File: config.mk
export PLATFORM = sky130hd
export DESIGN_NAME = sprite_anim_renderer
export DESIGN_NICKNAME = d
export VERILOG_FILES = /design/src/rtl/sprite_anim_renderer_pkg.sv /design/src/rtl/sprite_anim_renderer_seq.sv /design/src/rtl/sprite_anim_renderer.sv
export SDC_FILE = /design/constraint.sdc
export NUM_CORES = 1
export LEC_CHECK = 0
export CAP_MARGIN = 20
export CORE_ASPECT_RATIO = 0.8
export CORE_MARGIN = 3
export CORE_UTILIZATION = 50
export DETAILED_ROUTE_END_ITERATION = 8
export GPL_TIMING_DRIVEN = 0
export HOLD_SLACK_MARGIN = 0.05
export PLACE_DENSITY = 0.89
export SYNTH_ARGS = -nofsm -noshare
export SYNTH_HDL_FRONTEND = slang
export SYNTH_HIERARCHICAL = 1
export SYNTH_SLANG_ARGS = --single-unit
File: constraint.sdc
create_clock -name clk -period 13.35 [get_ports clk]
set_clock_uncertainty 0.2 [all_clocks]
set_input_delay 2.67 -clock clk [delete_from_list [all_inputs] [get_ports clk]]
set_output_delay 2.67 -clock clk [all_outputs]
set_load 0.005 [all_outputs]
File: src/rtl/sprite_anim_renderer_pkg.sv
// Shared definitions for the sprite renderers: animation mode codes,
// transparent colour, per-sprite geometry and the game state codes that
// the game controller maps onto anim_mode.
package sprite_anim_renderer_pkg;

  // Animation mode codes carried on anim_mode
  typedef enum logic [1:0] {
    ANIM_IDLE   = 2'd0,
    ANIM_RUN    = 2'd1,
    ANIM_FREEZE = 2'd2,
    ANIM_DEAD   = 2'd3
  } anim_mode_e;

  // Colour 0 is never drawn by the compositor
  localparam logic [2:0] TRANSPARENT = 3'd0;

  // Sprite geometry (pixels)
  localparam int DINO_W   = 10;
  localparam int DINO_H   = 12;
  localparam int BIRD_W   = 12;
  localparam int BIRD_H   = 8;
  localparam int CACTUS_W = 6;
  localparam int CACTUS_H = 12;

  // Game states as seen by the renderers
  typedef enum logic [1:0] {
    GAME_ATTRACT = 2'd0,
    GAME_PLAY    = 2'd1,
    GAME_PAUSE   = 2'd2,
    GAME_OVER    = 2'd3
  } game_state_e;

  // Animation mode each game state should drive
  function automatic anim_mode_e game_anim_mode(input game_state_e gs);
    case (gs)
      GAME_PLAY:  return ANIM_RUN;
      GAME_PAUSE: return ANIM_FREEZE;
      GAME_OVER:  return ANIM_DEAD;
      default:    return ANIM_IDLE;
    endcase
  endfunction

endpackage

File: src/rtl/sprite_anim_renderer_seq.sv
// Animation frame sequencer: frameClk rising-edge detect, tick divider and
// the frame-selection state machine. frame_idx is the machine's state.
module anim_frame_sequencer
  import sprite_anim_renderer_pkg::*;
#(
  parameter int NUM_FRAMES = 4,
  parameter int RUN_FIRST  = 1,
  parameter int RUN_LAST   = 2,
  parameter int DEAD_FRAME = 3,
  parameter int DIVIDE     = 4,
  localparam int FI_W      = (NUM_FRAMES > 1) ? $clog2(NUM_FRAMES) : 1
) (
  input  logic            clk,
  input  logic            resetn,
  input  logic            frameClk,
  input  logic [1:0]      anim_mode,
  output logic [FI_W-1:0] frame_idx
);

  localparam int DIV_W = (DIVIDE > 1) ? $clog2(DIVIDE) : 1;
  localparam logic [DIV_W-1:0] DIV_RELOAD = DIV_W'(DIVIDE - 1);

  logic            frame_clk_q, frame_clk_d;
  logic [DIV_W-1:0] div_q, div_d;
  logic [FI_W-1:0] frame_q, frame_d;
  logic            tick, step;

  // State register; edge detector resets high so a high frameClk out of reset is not a tick
  always_ff @(posedge clk) begin
    if (!resetn) begin
      frame_clk_q <= 1'b1;
      div_q       <= DIV_RELOAD;
      frame_q     <= '0;
    end else begin
      frame_clk_q <= frame_clk_d;
      div_q       <= div_d;
      frame_q     <= frame_d;
    end
  end

  // Next state: one tick per frameClk rising edge, one step per DIVIDE ticks
  always_comb begin
    tick        = frameClk & ~frame_clk_q;
    step        = tick && (div_q == '0);
    frame_clk_d = frameClk;
    div_d       = div_q;
    frame_d     = frame_q;
    if (tick) div_d = step ? DIV_RELOAD : (div_q - DIV_W'(1));
    if (step) begin
      unique case (anim_mode_e'(anim_mode))
        ANIM_IDLE:   frame_d = '0;
        ANIM_RUN: begin
          if ((frame_q < FI_W'(RUN_FIRST)) || (frame_q >= FI_W'(RUN_LAST)))
            frame_d = FI_W'(RUN_FIRST);
          else
            frame_d = frame_q + FI_W'(1);
        end
        ANIM_FREEZE: frame_d = frame_q;
        ANIM_DEAD:   frame_d = FI_W'(DEAD_FRAME);
        default:     frame_d = frame_q;
      endcase
    end
  end

  // Output: current frame straight from the state register
  always_comb begin
    frame_idx = frame_q;
  end

endmodule

File: src/rtl/sprite_anim_renderer.sv
// Sprite renderer: hit test and ROM address for the current scan pixel,
// registered address stage, then a ROM_LAT-deep hit/valid delay so the
// colour returned by the ROM lines up with its qualifiers.
module sprite_anim_renderer
  import sprite_anim_renderer_pkg::*;
#(
  parameter int COORD_W    = 8,
  parameter int SPR_W      = 10,
  parameter int SPR_H      = 12,
  parameter int NUM_FRAMES = 4,
  parameter int RUN_FIRST  = 1,
  parameter int RUN_LAST   = 2,
  parameter int DEAD_FRAME = 3,
  parameter int DIVIDE     = 4,
  parameter int ADDR_W     = 9,
  parameter int COLOR_W    = 3,
  parameter int ROM_LAT    = 1,
  localparam int FI_W      = (NUM_FRAMES > 1) ? $clog2(NUM_FRAMES) : 1
) (
  input  logic               clk,
  input  logic               resetn,
  input  logic               frameClk,
  input  logic [1:0]         anim_mode,
  input  logic [COORD_W-1:0] spr_x,
  input  logic [COORD_W-1:0] spr_y,
  input  logic [COORD_W-1:0] pix_x,
  input  logic [COORD_W-1:0] pix_y,
  input  logic               pix_valid,
  output logic [ADDR_W-1:0]  rom_addr,
  input  logic [COLOR_W-1:0] rom_q,
  output logic               out_valid,
  output logic               out_hit,
  output logic [COLOR_W-1:0] out_color,
  output logic [FI_W-1:0]    frame_idx
);

  localparam int CW1 = COORD_W + 1;
  localparam logic [CW1-1:0]    SPR_W_C  = CW1'(SPR_W);
  localparam logic [CW1-1:0]    SPR_H_C  = CW1'(SPR_H);
  localparam logic [ADDR_W-1:0] FRAME_SZ = ADDR_W'(SPR_W * SPR_H);
  localparam logic [ADDR_W-1:0] ROW_SZ   = ADDR_W'(SPR_W);

  logic [CW1-1:0]     x_end, y_end;
  logic [COORD_W-1:0] dx, dy;
  logic               hit0;
  logic [ADDR_W-1:0]  addr0;

  logic [ADDR_W-1:0]  rom_addr_q, rom_addr_d;
  logic               hit_s1_q, hit_s1_d;
  logic               valid_s1_q, valid_s1_d;
  logic [ROM_LAT-1:0] hit_sr_q, hit_sr_d;
  logic [ROM_LAT-1:0] valid_sr_q, valid_sr_d;

  anim_frame_sequencer #(
    .NUM_FRAMES (NUM_FRAMES),
    .RUN_FIRST  (RUN_FIRST),
    .RUN_LAST   (RUN_LAST),
    .DEAD_FRAME (DEAD_FRAME),
    .DIVIDE     (DIVIDE)
  ) u_seq (
    .clk       (clk),
    .resetn    (resetn),
    .frameClk  (frameClk),
    .anim_mode (anim_mode),
    .frame_idx (frame_idx)
  );

  // Stage 0: box test with one extra bit so right/bottom overhang clips instead of wrapping
  always_comb begin
    x_end = {1'b0, spr_x} + SPR_W_C;
    y_end = {1'b0, spr_y} + SPR_H_C;
    dx    = pix_x - spr_x;
    dy    = pix_y - spr_y;
    hit0  = pix_valid && (pix_x >= spr_x) && ({1'b0, pix_x} < x_end)
                      && (pix_y >= spr_y) && ({1'b0, pix_y} < y_end);
    addr0 = ADDR_W'(frame_idx) * FRAME_SZ + ADDR_W'(dy) * ROW_SZ + ADDR_W'(dx);
  end

  // Next pipeline contents; address only moves on a hit to keep the ROM bus quiet
  always_comb begin
    rom_addr_d    = hit0 ? addr0 : rom_addr_q;
    hit_s1_d      = hit0;
    valid_s1_d    = pix_valid;
    hit_sr_d      = hit_sr_q;
    valid_sr_d    = valid_sr_q;
    hit_sr_d[0]   = hit_s1_q;
    valid_sr_d[0] = valid_s1_q;
    for (int i = 1; i < ROM_LAT; i++) begin
      hit_sr_d[i]   = hit_sr_q[i-1];
      valid_sr_d[i] = valid_sr_q[i-1];
    end
  end

  // Pipeline registers; reset flushes every in-flight pixel
  always_ff @(posedge clk) begin
    if (!resetn) begin
      rom_addr_q <= '0;
      hit_s1_q   <= 1'b0;
      valid_s1_q <= 1'b0;
      hit_sr_q   <= '0;
      valid_sr_q <= '0;
    end else begin
      rom_addr_q <= rom_addr_d;
      hit_s1_q   <= hit_s1_d;
      valid_s1_q <= valid_s1_d;
      hit_sr_q   <= hit_sr_d;
      valid_sr_q <= valid_sr_d;
    end
  end

  // Outputs: colour forced transparent outside the sprite box
  always_comb begin
    rom_addr  = rom_addr_q;
    out_valid = valid_sr_q[ROM_LAT-1];
    out_hit   = hit_sr_q[ROM_LAT-1];
    out_color = out_hit ? rom_q : COLOR_W'(TRANSPARENT);
  end

endmodule

==> results.md <==
- Fin crit share: 53.3%
- Logic pwr share: 70.1%
- Worst VDD drop: 0.0775 mV
- Multi-input logic area: 1920 µm²
- Unrepaired setup endpoints after global routing: no
- Syn Std Cell Area: 2460 µm²
- Synthesized area per cell: 8.48 µm²
- Final Hold Viols: 0
- Cell Pwr Density: 108 nW/µm²
- Slew Limit Fails: 0
- Share of synthesized flip-flops with an asynchronous set or reset: 0%
- Initial antenna violation count: 0
- Crit path max fanout: 3
- Yosys top cell by area: ha_1
- DR pass1 iterations: 4
- Top cells by area, synth: ha_1, dfxtp_1, fa_1
- Vias per cell: 5.45
- H-tree Lvls: 1
- Total wire length: 5830 µm
- Count leader, synth: ha_1
- Top cell type's share of synthesized area: 26.5%
- Internal: 0.201 mW
- Diode count: 0
- Layout cells sized above 1: 2.29%
- Mapped Nets: 392
- Slew Limit Headroom: 71.7%
- Buffers from clock root to sink, at most: 2
- Die footprint: 5800 µm²
- Seq/Total Area, Yosys: 14.7%
- Max_cap viols: 0
- DRC viols: 0
- Hold buffers post-CTS: 0
- CP arrival: 7.07 ns
- Worst skew pair latency: 0.25 ns
- Synth Instances: 290
- Fin crit period: 7.12 ns
- Slew at the pin closest to its max-slew limit: 0.424 ns
- Core ar.: 4650 µm²
- Unique masters post-synth: 42
- Register share of total power: 16.8%
- Area Overhead vs Synth: 28.1%
- Status: finished, final reports clean
- Achievable Freq: 140 MHz
- FF/Latch Area: 360 µm²
- Leakage power: 1.54 nW
- Fillers: 382
- CTS tree: built
- Vias: 2233
- Iter 0 DRT Violations: 130
- Antenna-violating nets left: 0
- Wire length per cell: 14.2 µm
- Sw Ratio: 40.8%
- Commonest cells in the netlist: ha_1, inv_1, nor2_1, xnor2_1, dfxtp_1
- Sum Neg Setup Slack: 0 ns
- Crit path required time: 13.30 ns
- Final setup fails: 0
- Crit end category: flip-flop
- Number of buffers added for setup after CTS: 0
- Number of I/O port buffers: 56
- Largest net degree at the start of global routing: 11
- Clock-pin slew on the worst setup and hold paths: 0.07 ns
- Syn. warnings: 6
- Main synth FF type: dfxtp_1
- Kind of critical path: primary input to flip-flop
- Die Wd: 84.4 µm
- CTS Sinks: 18
- Initial core utilization: 52.9%
- Vias in the first global route: 2210
- Hold crit path type: flip-flop to flip-flop
- Post-synth EDFFs: 0
- Total GRT Usage: 19.7%
- Number of buffers created by CTS: 3
- CTS Root Cell: clkbuf_8
- NetSw: 0.138 mW
- Total grt overflow: 0
- Cts repair resizes: 0
- Chip Height: 68.7 µm
- Clock network power share: 13.1%
- Rows: 22
- First-pass GRT wire length: 9400 µm
- RD Place Congestion: 0.846
- Hpwl dp: 5040 µm
- CP Launch Type: primary input
- I/O Pins: 57
- Final nets: 453
- Post-synthesis register bit count: 18
- Core Util, Final: 67.7%
through the flow:
step	cells	instance area [µm²]	hold slack [ns]	power [mW]	worst slack [ns]
after CTS	410	3150	0.247	0.339	6.19
after floorplan	290	2460	0.212	0.237	6.75
final	410	3150	0.247	0.339	6.23
after detailed placement	406	3090	0.225	0.294	5.94
after global routing	410	3150	0.259	0.370	5.94
after global placement	406	3090	0.216	0.282	6.02
cell families after synthesis:
family | count (synthesis) | synth area share (%)
DFF | 18 | 14.7
adders and majority gates | 61 | 33.8
buffers and inverters | 46 | 7.33
and+or+nand+nor | 60 | 12.5
muxes | 8 | 3.26
AOI/OAI and AO/OA | 70 | 18.8
xor gates and xnor gates | 27 | 9.62
cell type report:
cell class              instances  area share (%)
flip-flops and latches         18            11.4
plain buffers                   1           0.358
well taps                      60            2.38
repair buffers                 56            17.8
multi-input cells             226            60.9
inverters                      45            5.36
clock buffers                   4            1.75
worst paths after layout:
path                           start           to  slack, ns  cells past startpoint
hold reg to reg           valid_s1_q    out_valid       0.25                      1
hold / removal            valid_s1_q    out_valid       0.25                      1
setup reg to reg  u_seq/frame_idx[0]  rom_addr[8]      10.10                     11
setup / recovery            spr_y[1]  rom_addr[8]       6.23                     20
power groups by stage:
stage | Sequential (mW) | Combinational (mW) | Clock (mW)
4_1_cts | 0.0569 | 0.238 | 0.0445
3_3_place_gp | 0.0579 | 0.224 | 0
5_1_grt | 0.0570 | 0.267 | 0.0463
3_5_place_dp | 0.0581 | 0.235 | 0
6_report | 0.0569 | 0.238 | 0.0443
2_1_floorplan | 0.0580 | 0.179 | 0
sequential cells by signal (all words and copies together), names as in the netlist:
| name | flops |
|---|---|
| out_valid | 1 |
| hit_s1_q | 1 |
| u_seq/div_q | 2 |
| out_hit | 1 |
| u_seq/frame_idx | 2 |
| rom_addr | 9 |
| u_seq/frame_clk_q | 1 |
| valid_s1_q | 1 |
metal layers:
| metal | global-route usage [%] | vias to the layer above | share of wire, % |
|---|---|---|---|
| met5 | 0 | - | 0 |
| met4 | 1.38 | 0 | 0.48 |
| met3 | 2.49 | 4 | 4.2 |
| li1 | - | 1123 | - |
| met1 | 26.1 | 1055 | 47 |
| met2 | 36.6 | 51 | 48 |
critical path, stage by stage:
cell,delay (ns)
clkdlybuf4s50_1,0.50
inv_1,0.06
ha_1,0.31
nor2b_1,0.15
or2_2,0.29
a21oi_1,0.17
xnor2_1,0.16
ha_1,0.27
ha_1,0.21
inv_1,0.07
fa_1,0.42
fa_1,0.49
inv_1,0.04
ha_1,0.33
a21oi_1,0.22
o21bai_1,0.09
a21oi_1,0.19
xnor2_1,0.15
xnor2_1,0.10
o21a_1,0.19
cell usage in the layout, fill, tap and decap left out, drive strengths merged, types with 2 or more instances in the layout:
cell	netlist	routed
inv	44	44
a21o	7	7
nor3	2	2
xor2	8	8
xnor2	19	19
and2	6	6
o21bai	3	3
o31a	3	3
nand2	7	7
o211ai	4	4
clkdlybuf4s50	0	56
a21oi	17	17
nand3	3	3
nand4	2	2
and3	4	4
fa	9	9
dfxtp	18	18
o21ai	14	14
nor2b	6	6
nor2	22	22
a31oi	5	5
mux2i	8	8
o21a	8	8
or3	2	2
clkbuf	0	4
ha	52	52
nand2b	2	2
No activity file was read; power rests on OpenSTA's default activity.
